**config.mk**
```make
export PLATFORM = sky130hd
export DESIGN_NAME = fifo_wr_arbiter
export DESIGN_NICKNAME = d
export VERILOG_FILES = /design/src/rtl/fifo_wr_arbiter.sv
export SDC_FILE = /design/constraint.sdc
export NUM_CORES = 1
export LEC_CHECK = 0
export CORE_MARGIN = 2
export CORE_UTILIZATION = 35
export DETAILED_ROUTE_END_ITERATION = 6
export PLACE_DENSITY = 0.85
export SYNTH_ARGS = -nofsm -noshare
export SYNTH_HDL_FRONTEND = slang
export SYNTH_SLANG_ARGS = --single-unit
```
**constraint.sdc**
```tcl
create_clock -name wclk -period 4.9 [get_ports wclk]
set_input_delay 1.225 -clock wclk [delete_from_list [all_inputs] [get_ports wclk]]
set_output_delay 1.225 -clock wclk [all_outputs]
set_load 0.02 [all_outputs]
```
**src/rtl/fifo_wr_arbiter.sv**
```systemverilog
// fifo_wr_arbiter: round-robin, burst-bounded sharing of the async FIFO write
// port (winc/wdata/wfull) between NREQ requesters, entirely in the wclk domain.
// A grant lasts up to BURST accepted words; wfull stalls the owner word by word.
// Optional build macro FIFO_WR_ARB_PRIO0_EN: requester 0 gets fixed-highest
// priority, alternating with the round-robin choice among requesters 1..NREQ-1
// so those are never starved. Requester 0's bursts are still BURST-bounded.
module fifo_wr_arbiter #(
  parameter int NREQ  = 4,
  parameter int DSIZE = 16,
  parameter int BURST = 8
) (
  input  logic                  wclk,
  input  logic                  wrst_n,
  input  logic [NREQ-1:0]       req,
  input  logic [NREQ*DSIZE-1:0] req_data,
  output logic [NREQ-1:0]       ack,
  output logic [NREQ-1:0]       grant,
  output logic                  busy,
  input  logic                  wfull,
  output logic                  winc,
  output logic [DSIZE-1:0]      wdata
);

  localparam int LW  = $clog2(NREQ);
  localparam int LW1 = LW + 1;
  localparam int CW  = $clog2(BURST) + 1;
  localparam logic [CW-1:0] CNT_LAST = CW'(BURST - 1);

`ifdef FIFO_WR_ARB_PRIO0_EN
  localparam bit SKIP0 = 1'b1;
`else
  localparam bit SKIP0 = 1'b0;
`endif

  typedef enum logic {S_IDLE = 1'b0, S_BURST = 1'b1} state_e;

  state_e          state_q, state_d;
  logic [NREQ-1:0] grant_q, grant_d;
  logic [LW-1:0]   owner_q, owner_d;
  logic [LW-1:0]   last_q, last_d;
  logic [CW-1:0]   cnt_q, cnt_d;

  logic [LW-1:0]   rr_sel;
  logic            rr_found;
  logic [LW-1:0]   sel;
  logic            go;
  logic            upd_last;
  logic            owner_req;

  // Round-robin scan: first asserted req after last, wrapping modulo NREQ.
  always_comb begin : rr_scan
    logic [LW1-1:0] idx;
    // NOTE: every variable gets a default before any branch, so no latch is inferred.
    rr_sel   = '0;
    rr_found = 1'b0;
    idx      = '0;
    for (int k = 1; k <= NREQ; k++) begin
      idx = LW1'(last_q) + LW1'(k);
      if (idx >= LW1'(NREQ)) idx = idx - LW1'(NREQ);
      if (!rr_found && req[idx[LW-1:0]] && !(SKIP0 && idx == '0)) begin
        rr_sel   = idx[LW-1:0];
        rr_found = 1'b1;
      end
    end
  end

`ifdef FIFO_WR_ARB_PRIO0_EN
  logic prev0_q, prev0_d;

  // Requester 0 wins unless it owned the previous grant and someone else waits.
  always_comb begin
    go       = |req;
    sel      = rr_sel;
    upd_last = 1'b1;
    if (req[0] && (!prev0_q || !rr_found)) begin
      sel      = '0;
      upd_last = 1'b0;
    end
  end

  // Remembers whether the most recent grant went to requester 0.
  always_ff @(posedge wclk or negedge wrst_n) begin
    if (!wrst_n) prev0_q <= 1'b0;
    else         prev0_q <= prev0_d;
  end

  // prev0 only changes when a new grant is issued from IDLE.
  always_comb begin
    prev0_d = prev0_q;
    if (state_q == S_IDLE && go) prev0_d = (sel == '0);
  end
`else
  assign go       = rr_found;
  assign sel      = rr_sel;
  assign upd_last = 1'b1;
`endif

  // Write-port outputs: winc follows the owner's req and wfull combinationally.
  always_comb begin
    owner_req = req[owner_q];
    busy      = (state_q == S_BURST);
    winc      = busy && owner_req && !wfull;
    ack       = grant_q & {NREQ{winc}};
    wdata     = busy ? req_data[owner_q*DSIZE +: DSIZE] : '0;
  end

  assign grant = grant_q;

  // Next-state logic: arbitrate in IDLE, count and watch for exit in BURST.
  always_comb begin
    state_d = state_q;
    grant_d = grant_q;
    owner_d = owner_q;
    last_d  = last_q;
    cnt_d   = cnt_q;
    case (state_q)
      S_IDLE: begin
        if (go) begin
          state_d = S_BURST;
          grant_d = NREQ'(1) << sel;
          owner_d = sel;
          cnt_d   = '0;
          if (upd_last) last_d = sel;
        end
      end
      S_BURST: begin
        if (winc) cnt_d = cnt_q + CW'(1);
        // Exit on the last word of the burst, or as soon as the owner lets go.
        if ((winc && cnt_q == CNT_LAST) || !owner_req) begin
          state_d = S_IDLE;
          grant_d = '0;
          cnt_d   = '0;
        end
      end
      default: state_d = S_IDLE;
    endcase
  end

  // State registers; reset abandons any burst and points last at NREQ-1.
  always_ff @(posedge wclk or negedge wrst_n) begin
    if (!wrst_n) begin
      state_q <= S_IDLE;
      grant_q <= '0;
      owner_q <= '0;
      last_q  <= LW'(NREQ - 1);
      cnt_q   <= '0;
    end else begin
      // NOTE: sequential state uses non-blocking assignment so all registers update together.
      state_q <= state_d;
      grant_q <= grant_d;
      owner_q <= owner_d;
      last_q  <= last_d;
      cnt_q   <= cnt_d;
    end
  end

endmodule

```
* Word level (Yosys, flattened, before mapping)
Index checks and enable logic that the tools add are counted.
Operators by class: multipliers 0, muxes and demuxes 33, shift-type cells 2, bitwise operators 2, add/sub/neg operators 9, divide/modulo/power cells 0, equality and inequality tests 4, reduce and logical (&&, ||, !) cells 15, $lt $le $gt $ge 9
Operators by type and width (number):
- 64-bit by 7-bit indexed part select with 16-bit output | 1
- 4-bit two-way mux | 5
- 16-bit two-way mux | 1
- 2-bit two-way mux | 8
- 4-bit case mux with 2 select lines | 2
- 2-bit by 3-bit < comparator with 1-bit output (second input constant) | 5
- 3-bit greater-or-equal comparator (second input constant) | 4
- 1-bit two-way mux | 11
- 1-bit binary-select mux with 2-bit select | 5
- 2-bit by 1-bit subtractor with 2-bit output (second input constant) | 4
- 2-bit by 2-bit adder with 3-bit output (second input constant) | 2
- 1-bit logical AND | 6
- 2-bit AND reduction | 3
- 1-bit logical NOT | 5
- 4-bit by 1-bit adder with 4-bit output (second input constant) | 1
- 4-bit bitwise AND | 1
- 4-bit by 3-bit == test with 1-bit output (second input constant) | 1
- 1-bit by 2-bit << shifter with 4-bit output (first input constant) | 1
- 2-bit by 1-bit adder with 3-bit output (second input constant) | 1
- 2-bit by 3-bit adder with 3-bit output (second input constant) | 1
- 3-bit by 2-bit inequality test with 1-bit output (second input constant) | 1
- 2-bit by 1-bit inequality test with 1-bit output (second input constant) | 1
- 2-bit inequality test (second input constant) | 1
- 1-bit case mux with 2 select lines | 1
- 2 further kinds | 2
Word-level totals: register bits after elaboration 13, output and inout bits 26, logic and storage cells 79, input port bits 71, bits in latches 0, RAM bits 0, memories kept 0, bits in read-only memories 0

* Logic depth before layout (Yosys ltp)
Gate-level depths: netlist (run 1).
depth in word-level cells 18, gate-level depth with buffers 5, depth with buffers taken out 5

* Worst setup path after synthesis (run 1)
No wires, ideal clock.
path type input-to-output, start in req[2], end out ack[0], path buffers 0, data required time 3.675 ns, arrival time 2.218 ns, cell stages on the path 4, path slack 1.457 ns, path through mux4_2 > nand2_1 > nor2_1 > and2_1
Between the ends: word-level cells in the longest chain between the ends 5
RTL lines:
- from (decl) | RTL line 14 | input logic [NREQ-1:0] req,
- 1-bit binary-select mux with 2-bit select | RTL line 100 | owner_req = req[owner_q];
- 1-bit two-way mux (implied by the code) | RTL line 100
- 1-bit logical AND (2 in a row) | RTL line 102 | winc = busy && owner_req && !wfull;
- via winc | RTL line 20 | output logic winc,
- 4-bit bitwise AND | RTL line 103 | ack = grant_q & {NREQ{winc}};
- to (decl) | RTL line 16 | output logic [NREQ-1:0] ack,
The timed path passes the listed nets, and every way through them passes these cells. The select of a mux whose other input is x is not followed.

* Worst setup path after layout (run 1)
start in req[3], end out ack[3]
Between the ends: word-level cells in the longest chain between the ends 5
RTL lines (RTL line):
- 1-bit binary-select mux with 2-bit select | 100
- 1-bit two-way mux (implied by the code) | 100
- 1-bit logical AND (2 in a row) | 102
- 4-bit bitwise AND | 103
Every way passes these cells. The select of a mux whose other input is x is not followed.

==> impl_metrics.csv, run 1 <==
group,metric,value,unit
cts,clkSlewWorstSetupHoldPaths,0.07,ns
place,dp_hpwl,3810,µm
place,gp_congestion,0.818,
cts,cts_hold_buf,0,
floorplanning,dieArea,0.00397,mm²
timing,min_period,4.48,ns
synthesis,yosys-top-cells-area,"mux4_2, dfrtp_1, and2_1, mux4_1, dfstp_2",
finish,n_antenna_cell,0,
timing,worstMarginPinSlew,0.723,ns
synthesis,synth_top_cell_by_area,"mux4_2",
run_status,status,"complete, no violations",
cts,ctsResizeCount,0,
timing,drv_slew,0,
routing,drt_drc_violations_left,0,
routing,vias,1313,
cts,clock_path_buffers,2,
floorplanning,rows,21,
setup_path,cp_slowest_stage_delay,0.60,ns
timing,setup_tns,0,ns
timing,finalCritPeriodShare,91.5,%
power_and_ir_drop,clkPwrFrac,6.2,%
timing,whs,0.525,ns
setup_path,cp_cell_sequence,"clkdlybuf4s50_1 -> mux4_2 -> nand2_1 -> nor2_1 -> and2_1 -> clkdlybuf4s50_1",
floorplanning,io-pin-count,97,
timing,hold_violations,0,
worst_hold_path,min_path_type,"reg -> reg",
setup_path,worstPathRequired,3.67,ns
setup_path,path_max_fanout,6,
global_route,grt_max_degree,29,
setup_path,start_kind,"primary input",
global_route,grt_overflow_total,0,
power_and_ir_drop,peakVddDrop,0.327,mV
power_and_ir_drop,power_frac_seq,21.6,%
floorplanning,die_width,63.0,µm
power_and_ir_drop,leakage,0.861,nW
synthesis,ys_ff_latch,13,
synthesis,synth_nets,179,
place,place_inst,244,
setup_path,cp_slowest_cell,"clkdlybuf4s50_1",
finish,fin_area,0.00224,mm²
cts,htree_levels,1,
finish,stdcell_count,248,
power_and_ir_drop,power_frac_comb,72.2,%
setup_path,worstPathArrival,3.26,ns
routing,vias_per_cell,5.29,
routing,drtAntennaViolNets,0,
setup_path,path_common_cell,"clkdlybuf4s50_1",
flow_run,cap_violations,0,
setup_path,critical_path_class,"in -> out",
routing,wl_per_cell,18.4,µm
place,post-place-ws,0.451,ns
synthesis,syn_inst,107,
floorplanning,die_h,63.0,µm
global_route,grt_usage,23.4,%
power_and_ir_drop,switchingPower,459,µW
finish,final_common_cell,"clkdlybuf4s50_1",
timing,rsz0062_at_grt,"false",
floorplanning,initial_core_util,36.6,%
finish,fin_nets,275,
finish,drive_gt1_share,12.4,%
timing,relSlewSlack,51.4,%
cts,cts_tree,"yes",
place,port_buffers,96,
power_and_ir_drop,p_per_area,486,mW/mm²
synthesis,synth_seq_area_share,26.9,%
cts,numCtsBuffers,3,
finish,layout_common_cells,"clkdlybuf4s50_1, and2_1, mux4_2, dfrtp_1, nand2_1",
routing,routed_wl,4570,µm
cts,insertion_delay,0.29,ns
routing,drt-initial-drc-count,37,
cts,root_buffer,"clkbuf_4",
cts,cts.sinks,13,
power_and_ir_drop,p_sw_share,42.1,%
routing,dr.pass1.iters,4,
global_route,grt_pass1_wl,7130,µm
global_route,first_global_vias,1327,
timing,fmax,223,MHz
setup_path,path_delay_family,"buffers and inverters",
synthesis,syn_area,0.00122,mm²
synthesis,avgSynthCellArea,11.4,µm²
power_and_ir_drop,fin_total_pwr,1.09,mW
synthesis,synth_cell_type_count,32,
setup_path,endpoint_kind,"output port",
cts,post_cts_buffers,0,
power_and_ir_drop,internal_power,632,µW
timing,setup_viol,0,
place,place_area,0.00221,mm²
timing,fin_ws,0.415,ns
floorplanning,coreArea,0.00334,mm²
synthesis,yosys_warnings,0,
finish,utilization,67.2,%
synthesis,synth_top_area_share,24.0,%
global_route,grt_antenna_before_repair,0,
timing,finClkSkew,0.00263,ns
finish,area_delta_synth_final,83.8,%
setup_path,path_buf_inv,2,
[metal layers]
metal | GRT usage [%] | routed length, µm
met1 | 28.1 | 1870
met2 | 39.1 | 2170
met3 | 7.93 | 430
met4 | 7.50 | 103
met5 | 0 | 0
[registers in the layout (all words and copies together) (netlist names)]
signal and cells:
cnt_q 4, grant 4, last_q 2, owner_q 2, busy 1
[cell type report]
cell class,count,area (µm²)
Fill cell,234,1090
Timing Repair Buffer,98,976
Multi-Input combinational cell,85,846
Sequential cell,13,328
Tap cell,46,57.6
Clock buffer,3,22.5
Inverter,2,7.51
Clock inverter,1,5.00
[cell usage after synthesis (all sizes together)]
library cell and instances:
nand4 1, o32ai 1, mux2 2, ha 1
dfstp 2, inv 2, nor4 1, dfrtp 11
a22o 2, o2bb2ai 2, nand2b 2, nor3 2
nand3 2, buf 5, clkbuf 2, and3b 1
mux4 17, and2 22, a21o 1, nor2 2
a32o 1, mux2i 1, o221ai 1, or4bb 1
o21ai 6, a21oi 4, or3 3, nand2 7
nor2b 2
[power by group through the flow]
stage	Sequential [mW]	Clock, mW	Combinational [mW]
2_1_floorplan	0.210	0	0.494
3_3_place_gp	0.236	0	0.774
3_5_place_dp	0.240	0	0.788
4_1_cts	0.238	0.0698	0.792
5_1_grt	0.247	0.0748	0.833
6_report	0.235	0.0678	0.787
[kinds of logic (layout without fill, tap and decap cells)]
group                    after synthesis  count (layout)  share of synthesized area, %
AND/OR/NAND/NOR                       46              46                          22.5
multiplexers                          20              20                          35.3
AO/OA/AOI/OAI                         18              18                          10.6
flip-flops                            13              13                          26.9
buffers and inverters                  9             104                          3.80
adder cells (fa/ha/maj)                1               1                          1.03
[final timing paths]
path	slack (ns)	end	depth (start not counted)	startpoint
setup / recovery	0.42	ack[3]	6	req[3]
hold / removal	0.52	grant[0]$_DFFE_PN0P_	1	grant[0]$_DFFE_PN0P_
setup reg to reg	2.67	cnt_q[3]$_DFFE_PN0P_	5	owner_q[0]$_DFFE_PN0P_
hold reg to reg	0.52	grant[0]$_DFFE_PN0P_	1	grant[0]$_DFFE_PN0P_
max in group asynchronous	3.25	last_q[0]$_DFFE_PN1P_	1	wrst_n
min in group asynchronous	1.29	cnt_q[0]$_DFFE_PN0P_	1	wrst_n
Note: power is estimated with default switching activity, not from simulation.
==> run 2, diff against run 1 <==
CORE_UTILIZATION = 33   (was 35)
CTS_CLUSTER_SIZE = 24   (was not set)
PLACE_DENSITY = 0.81   (was 0.85)
==> impl_metrics.csv, run 2 (same netlist as run 1, synthesis figures left out) <==
group,metric,value,unit
timing,setup_viol,0,
setup_path,reg2reg_depth,4,
place,place_inst,246,
finish,n_antenna_cell,0,
cts,cts_tree,"yes",
setup_path,reg2reg_slack,2.79,ns
cts,root_buffer,"clkbuf_8",
routing,drt_drc_violations_left,0,
routing,routed_wl,4910,µm
flow_run,cap_violations,0,
cts,numCtsBuffers,3,
cts,ctsResizeCount,0,
global_route,grt_antenna_before_repair,0,
place,place_area,0.00222,mm²
power_and_ir_drop,peakVddDrop,0.255,mV
setup_path,endpoint_kind,"output port",
power_and_ir_drop,leakage,0.866,nW
worst_hold_path,hold_start,"grant[0]$_DFFE_PN0P_",
global_route,grt_pass1_wl,7470,µm
run_status,status,"complete, no violations",
global_route,grt_overflow_total,0,
cts,clock_path_buffers,2,
timing,whs,0.528,ns
timing,min_period,4.53,ns
timing,relSlewSlack,48.7,%
worst_hold_path,min_to,"grant[0]$_DFFE_PN0P_",
place,dp_hpwl,3970,µm
setup_path,timing.rr.end,"cnt_q[2]$_DFFE_PN0P_",
timing,rsz0062_at_grt,"false",
routing,drtAntennaViolNets,0,
cts,htree_levels,1,
timing,fmax,221,MHz
finish,utilization,62.7,%
floorplanning,io-pin-count,97,
place,gp_congestion,0.785,
worst_hold_path,min_path_type,"reg -> reg",
cts,cts_hold_buf,0,
routing,drt-initial-drc-count,140,
floorplanning,coreArea,0.00361,mm²
setup_path,path_max_fanout,5,
cts,cts.sinks,13,
power_and_ir_drop,p_per_area,501,mW/mm²
routing,vias_per_cell,5.35,
worst_hold_path,holdPathStages,1,
finish,drive_gt1_share,11.9,%
timing,fin_ws,0.373,ns
floorplanning,die_width,64.8,µm
routing,vias,1337,
finish,area_delta_synth_final,85.4,%
setup_path,start_kind,"primary input",
finish,fin_nets,275,
timing,worstMarginPinSlew,0.769,ns
setup_path,worstPathRequired,3.67,ns
floorplanning,die_h,64.8,µm
timing,finalCritPeriodShare,92.4,%
timing,drv_slew,0,
global_route,first_global_vias,1361,
setup_path,worstPathArrival,3.30,ns
setup_path,r2r_start,"owner_q[0]$_DFFE_PN0P_",
power_and_ir_drop,fin_total_pwr,1.13,mW
place,port_buffers,96,
finish,layout_common_cells,"clkdlybuf4s50_1, and2_1, mux4_2, dfrtp_1, nand2_1",
routing,dr.pass1.iters,4,
routing,wl_per_cell,19.6,µm
timing,setup_tns,0,ns
global_route,grt_usage,23.6,%
place,post-place-ws,0.377,ns
floorplanning,rows,22,
setup_path,critical_path_class,"in -> out",
cts,clkSlewWorstSetupHoldPaths,0.05,ns
timing,finClkSkew,0.00296,ns
cts,insertion_delay,0.24,ns
global_route,grt_max_degree,29,
cts,post_cts_buffers,0,
finish,fin_area,0.00226,mm²
floorplanning,dieArea,0.00420,mm²
finish,final_common_cell,"clkdlybuf4s50_1",
floorplanning,initial_core_util,33.8,%
timing,hold_violations,0,
finish,stdcell_count,250,
[run 2: changes by cell type in the layout (fill, tap and decap cells not counted)]
| cell | delta |
|---|---|
| clkbuf_8 | +3 |
| clkbuf_1 | +1 |
| clkbuf_4 | -3 |
| clkinv_2 | -1 |
[run 2: final cells by class]
cell class / count / area [µm²]
Clock buffer: 4 / 45.0
Fill cell: 301 / 1340
Inverter: 2 / 7.51
Multi-Input combinational cell: 85 / 846
Sequential cell: 13 / 328
Tap cell: 48 / 60.1
Timing Repair Buffer: 98 / 976
[run 2: power by group]
group          switching (mW)  internal [mW]  total [mW]
registers              0.0889          0.157       0.246
clock network          0.0379         0.0574      0.0953
logic                   0.346          0.445       0.791
[run 2: per-layer routing]
layer,up-vias,track usage [%],routed length (µm)
met2,66,39.2,2330
met4,0,5.05,56
li1,606,-,-
met1,657,28.9,1970
met3,8,9.20,549
met5,-,0,0
[run 2: worst max path at each step]
stage	start	to	slack (ns)
floorplan	req[2]	ack[0]	1.46
detailed placement	req[2]	ack[2]	0.38
global placement	req[2]	ack[1]	0.48
CTS	req[2]	ack[2]	0.36
finish	req[2]	ack[2]	0.37
global route	req[2]	ack[2]	0.30
[run 2: critical path, stage by stage]
cell             delay [ns]
clkdlybuf4s50_1        0.58
mux4_2                 0.36
nand2_1                0.07
nor2_1                 0.28
and2_1                 0.18
clkdlybuf4s50_1        0.61
==> run 3, diff against run 2 <==
GPL_TIMING_DRIVEN = 1   (was not set)
==> results of run 3 <==
No change in the layout: final DEF, timing and power equal those of run 2.
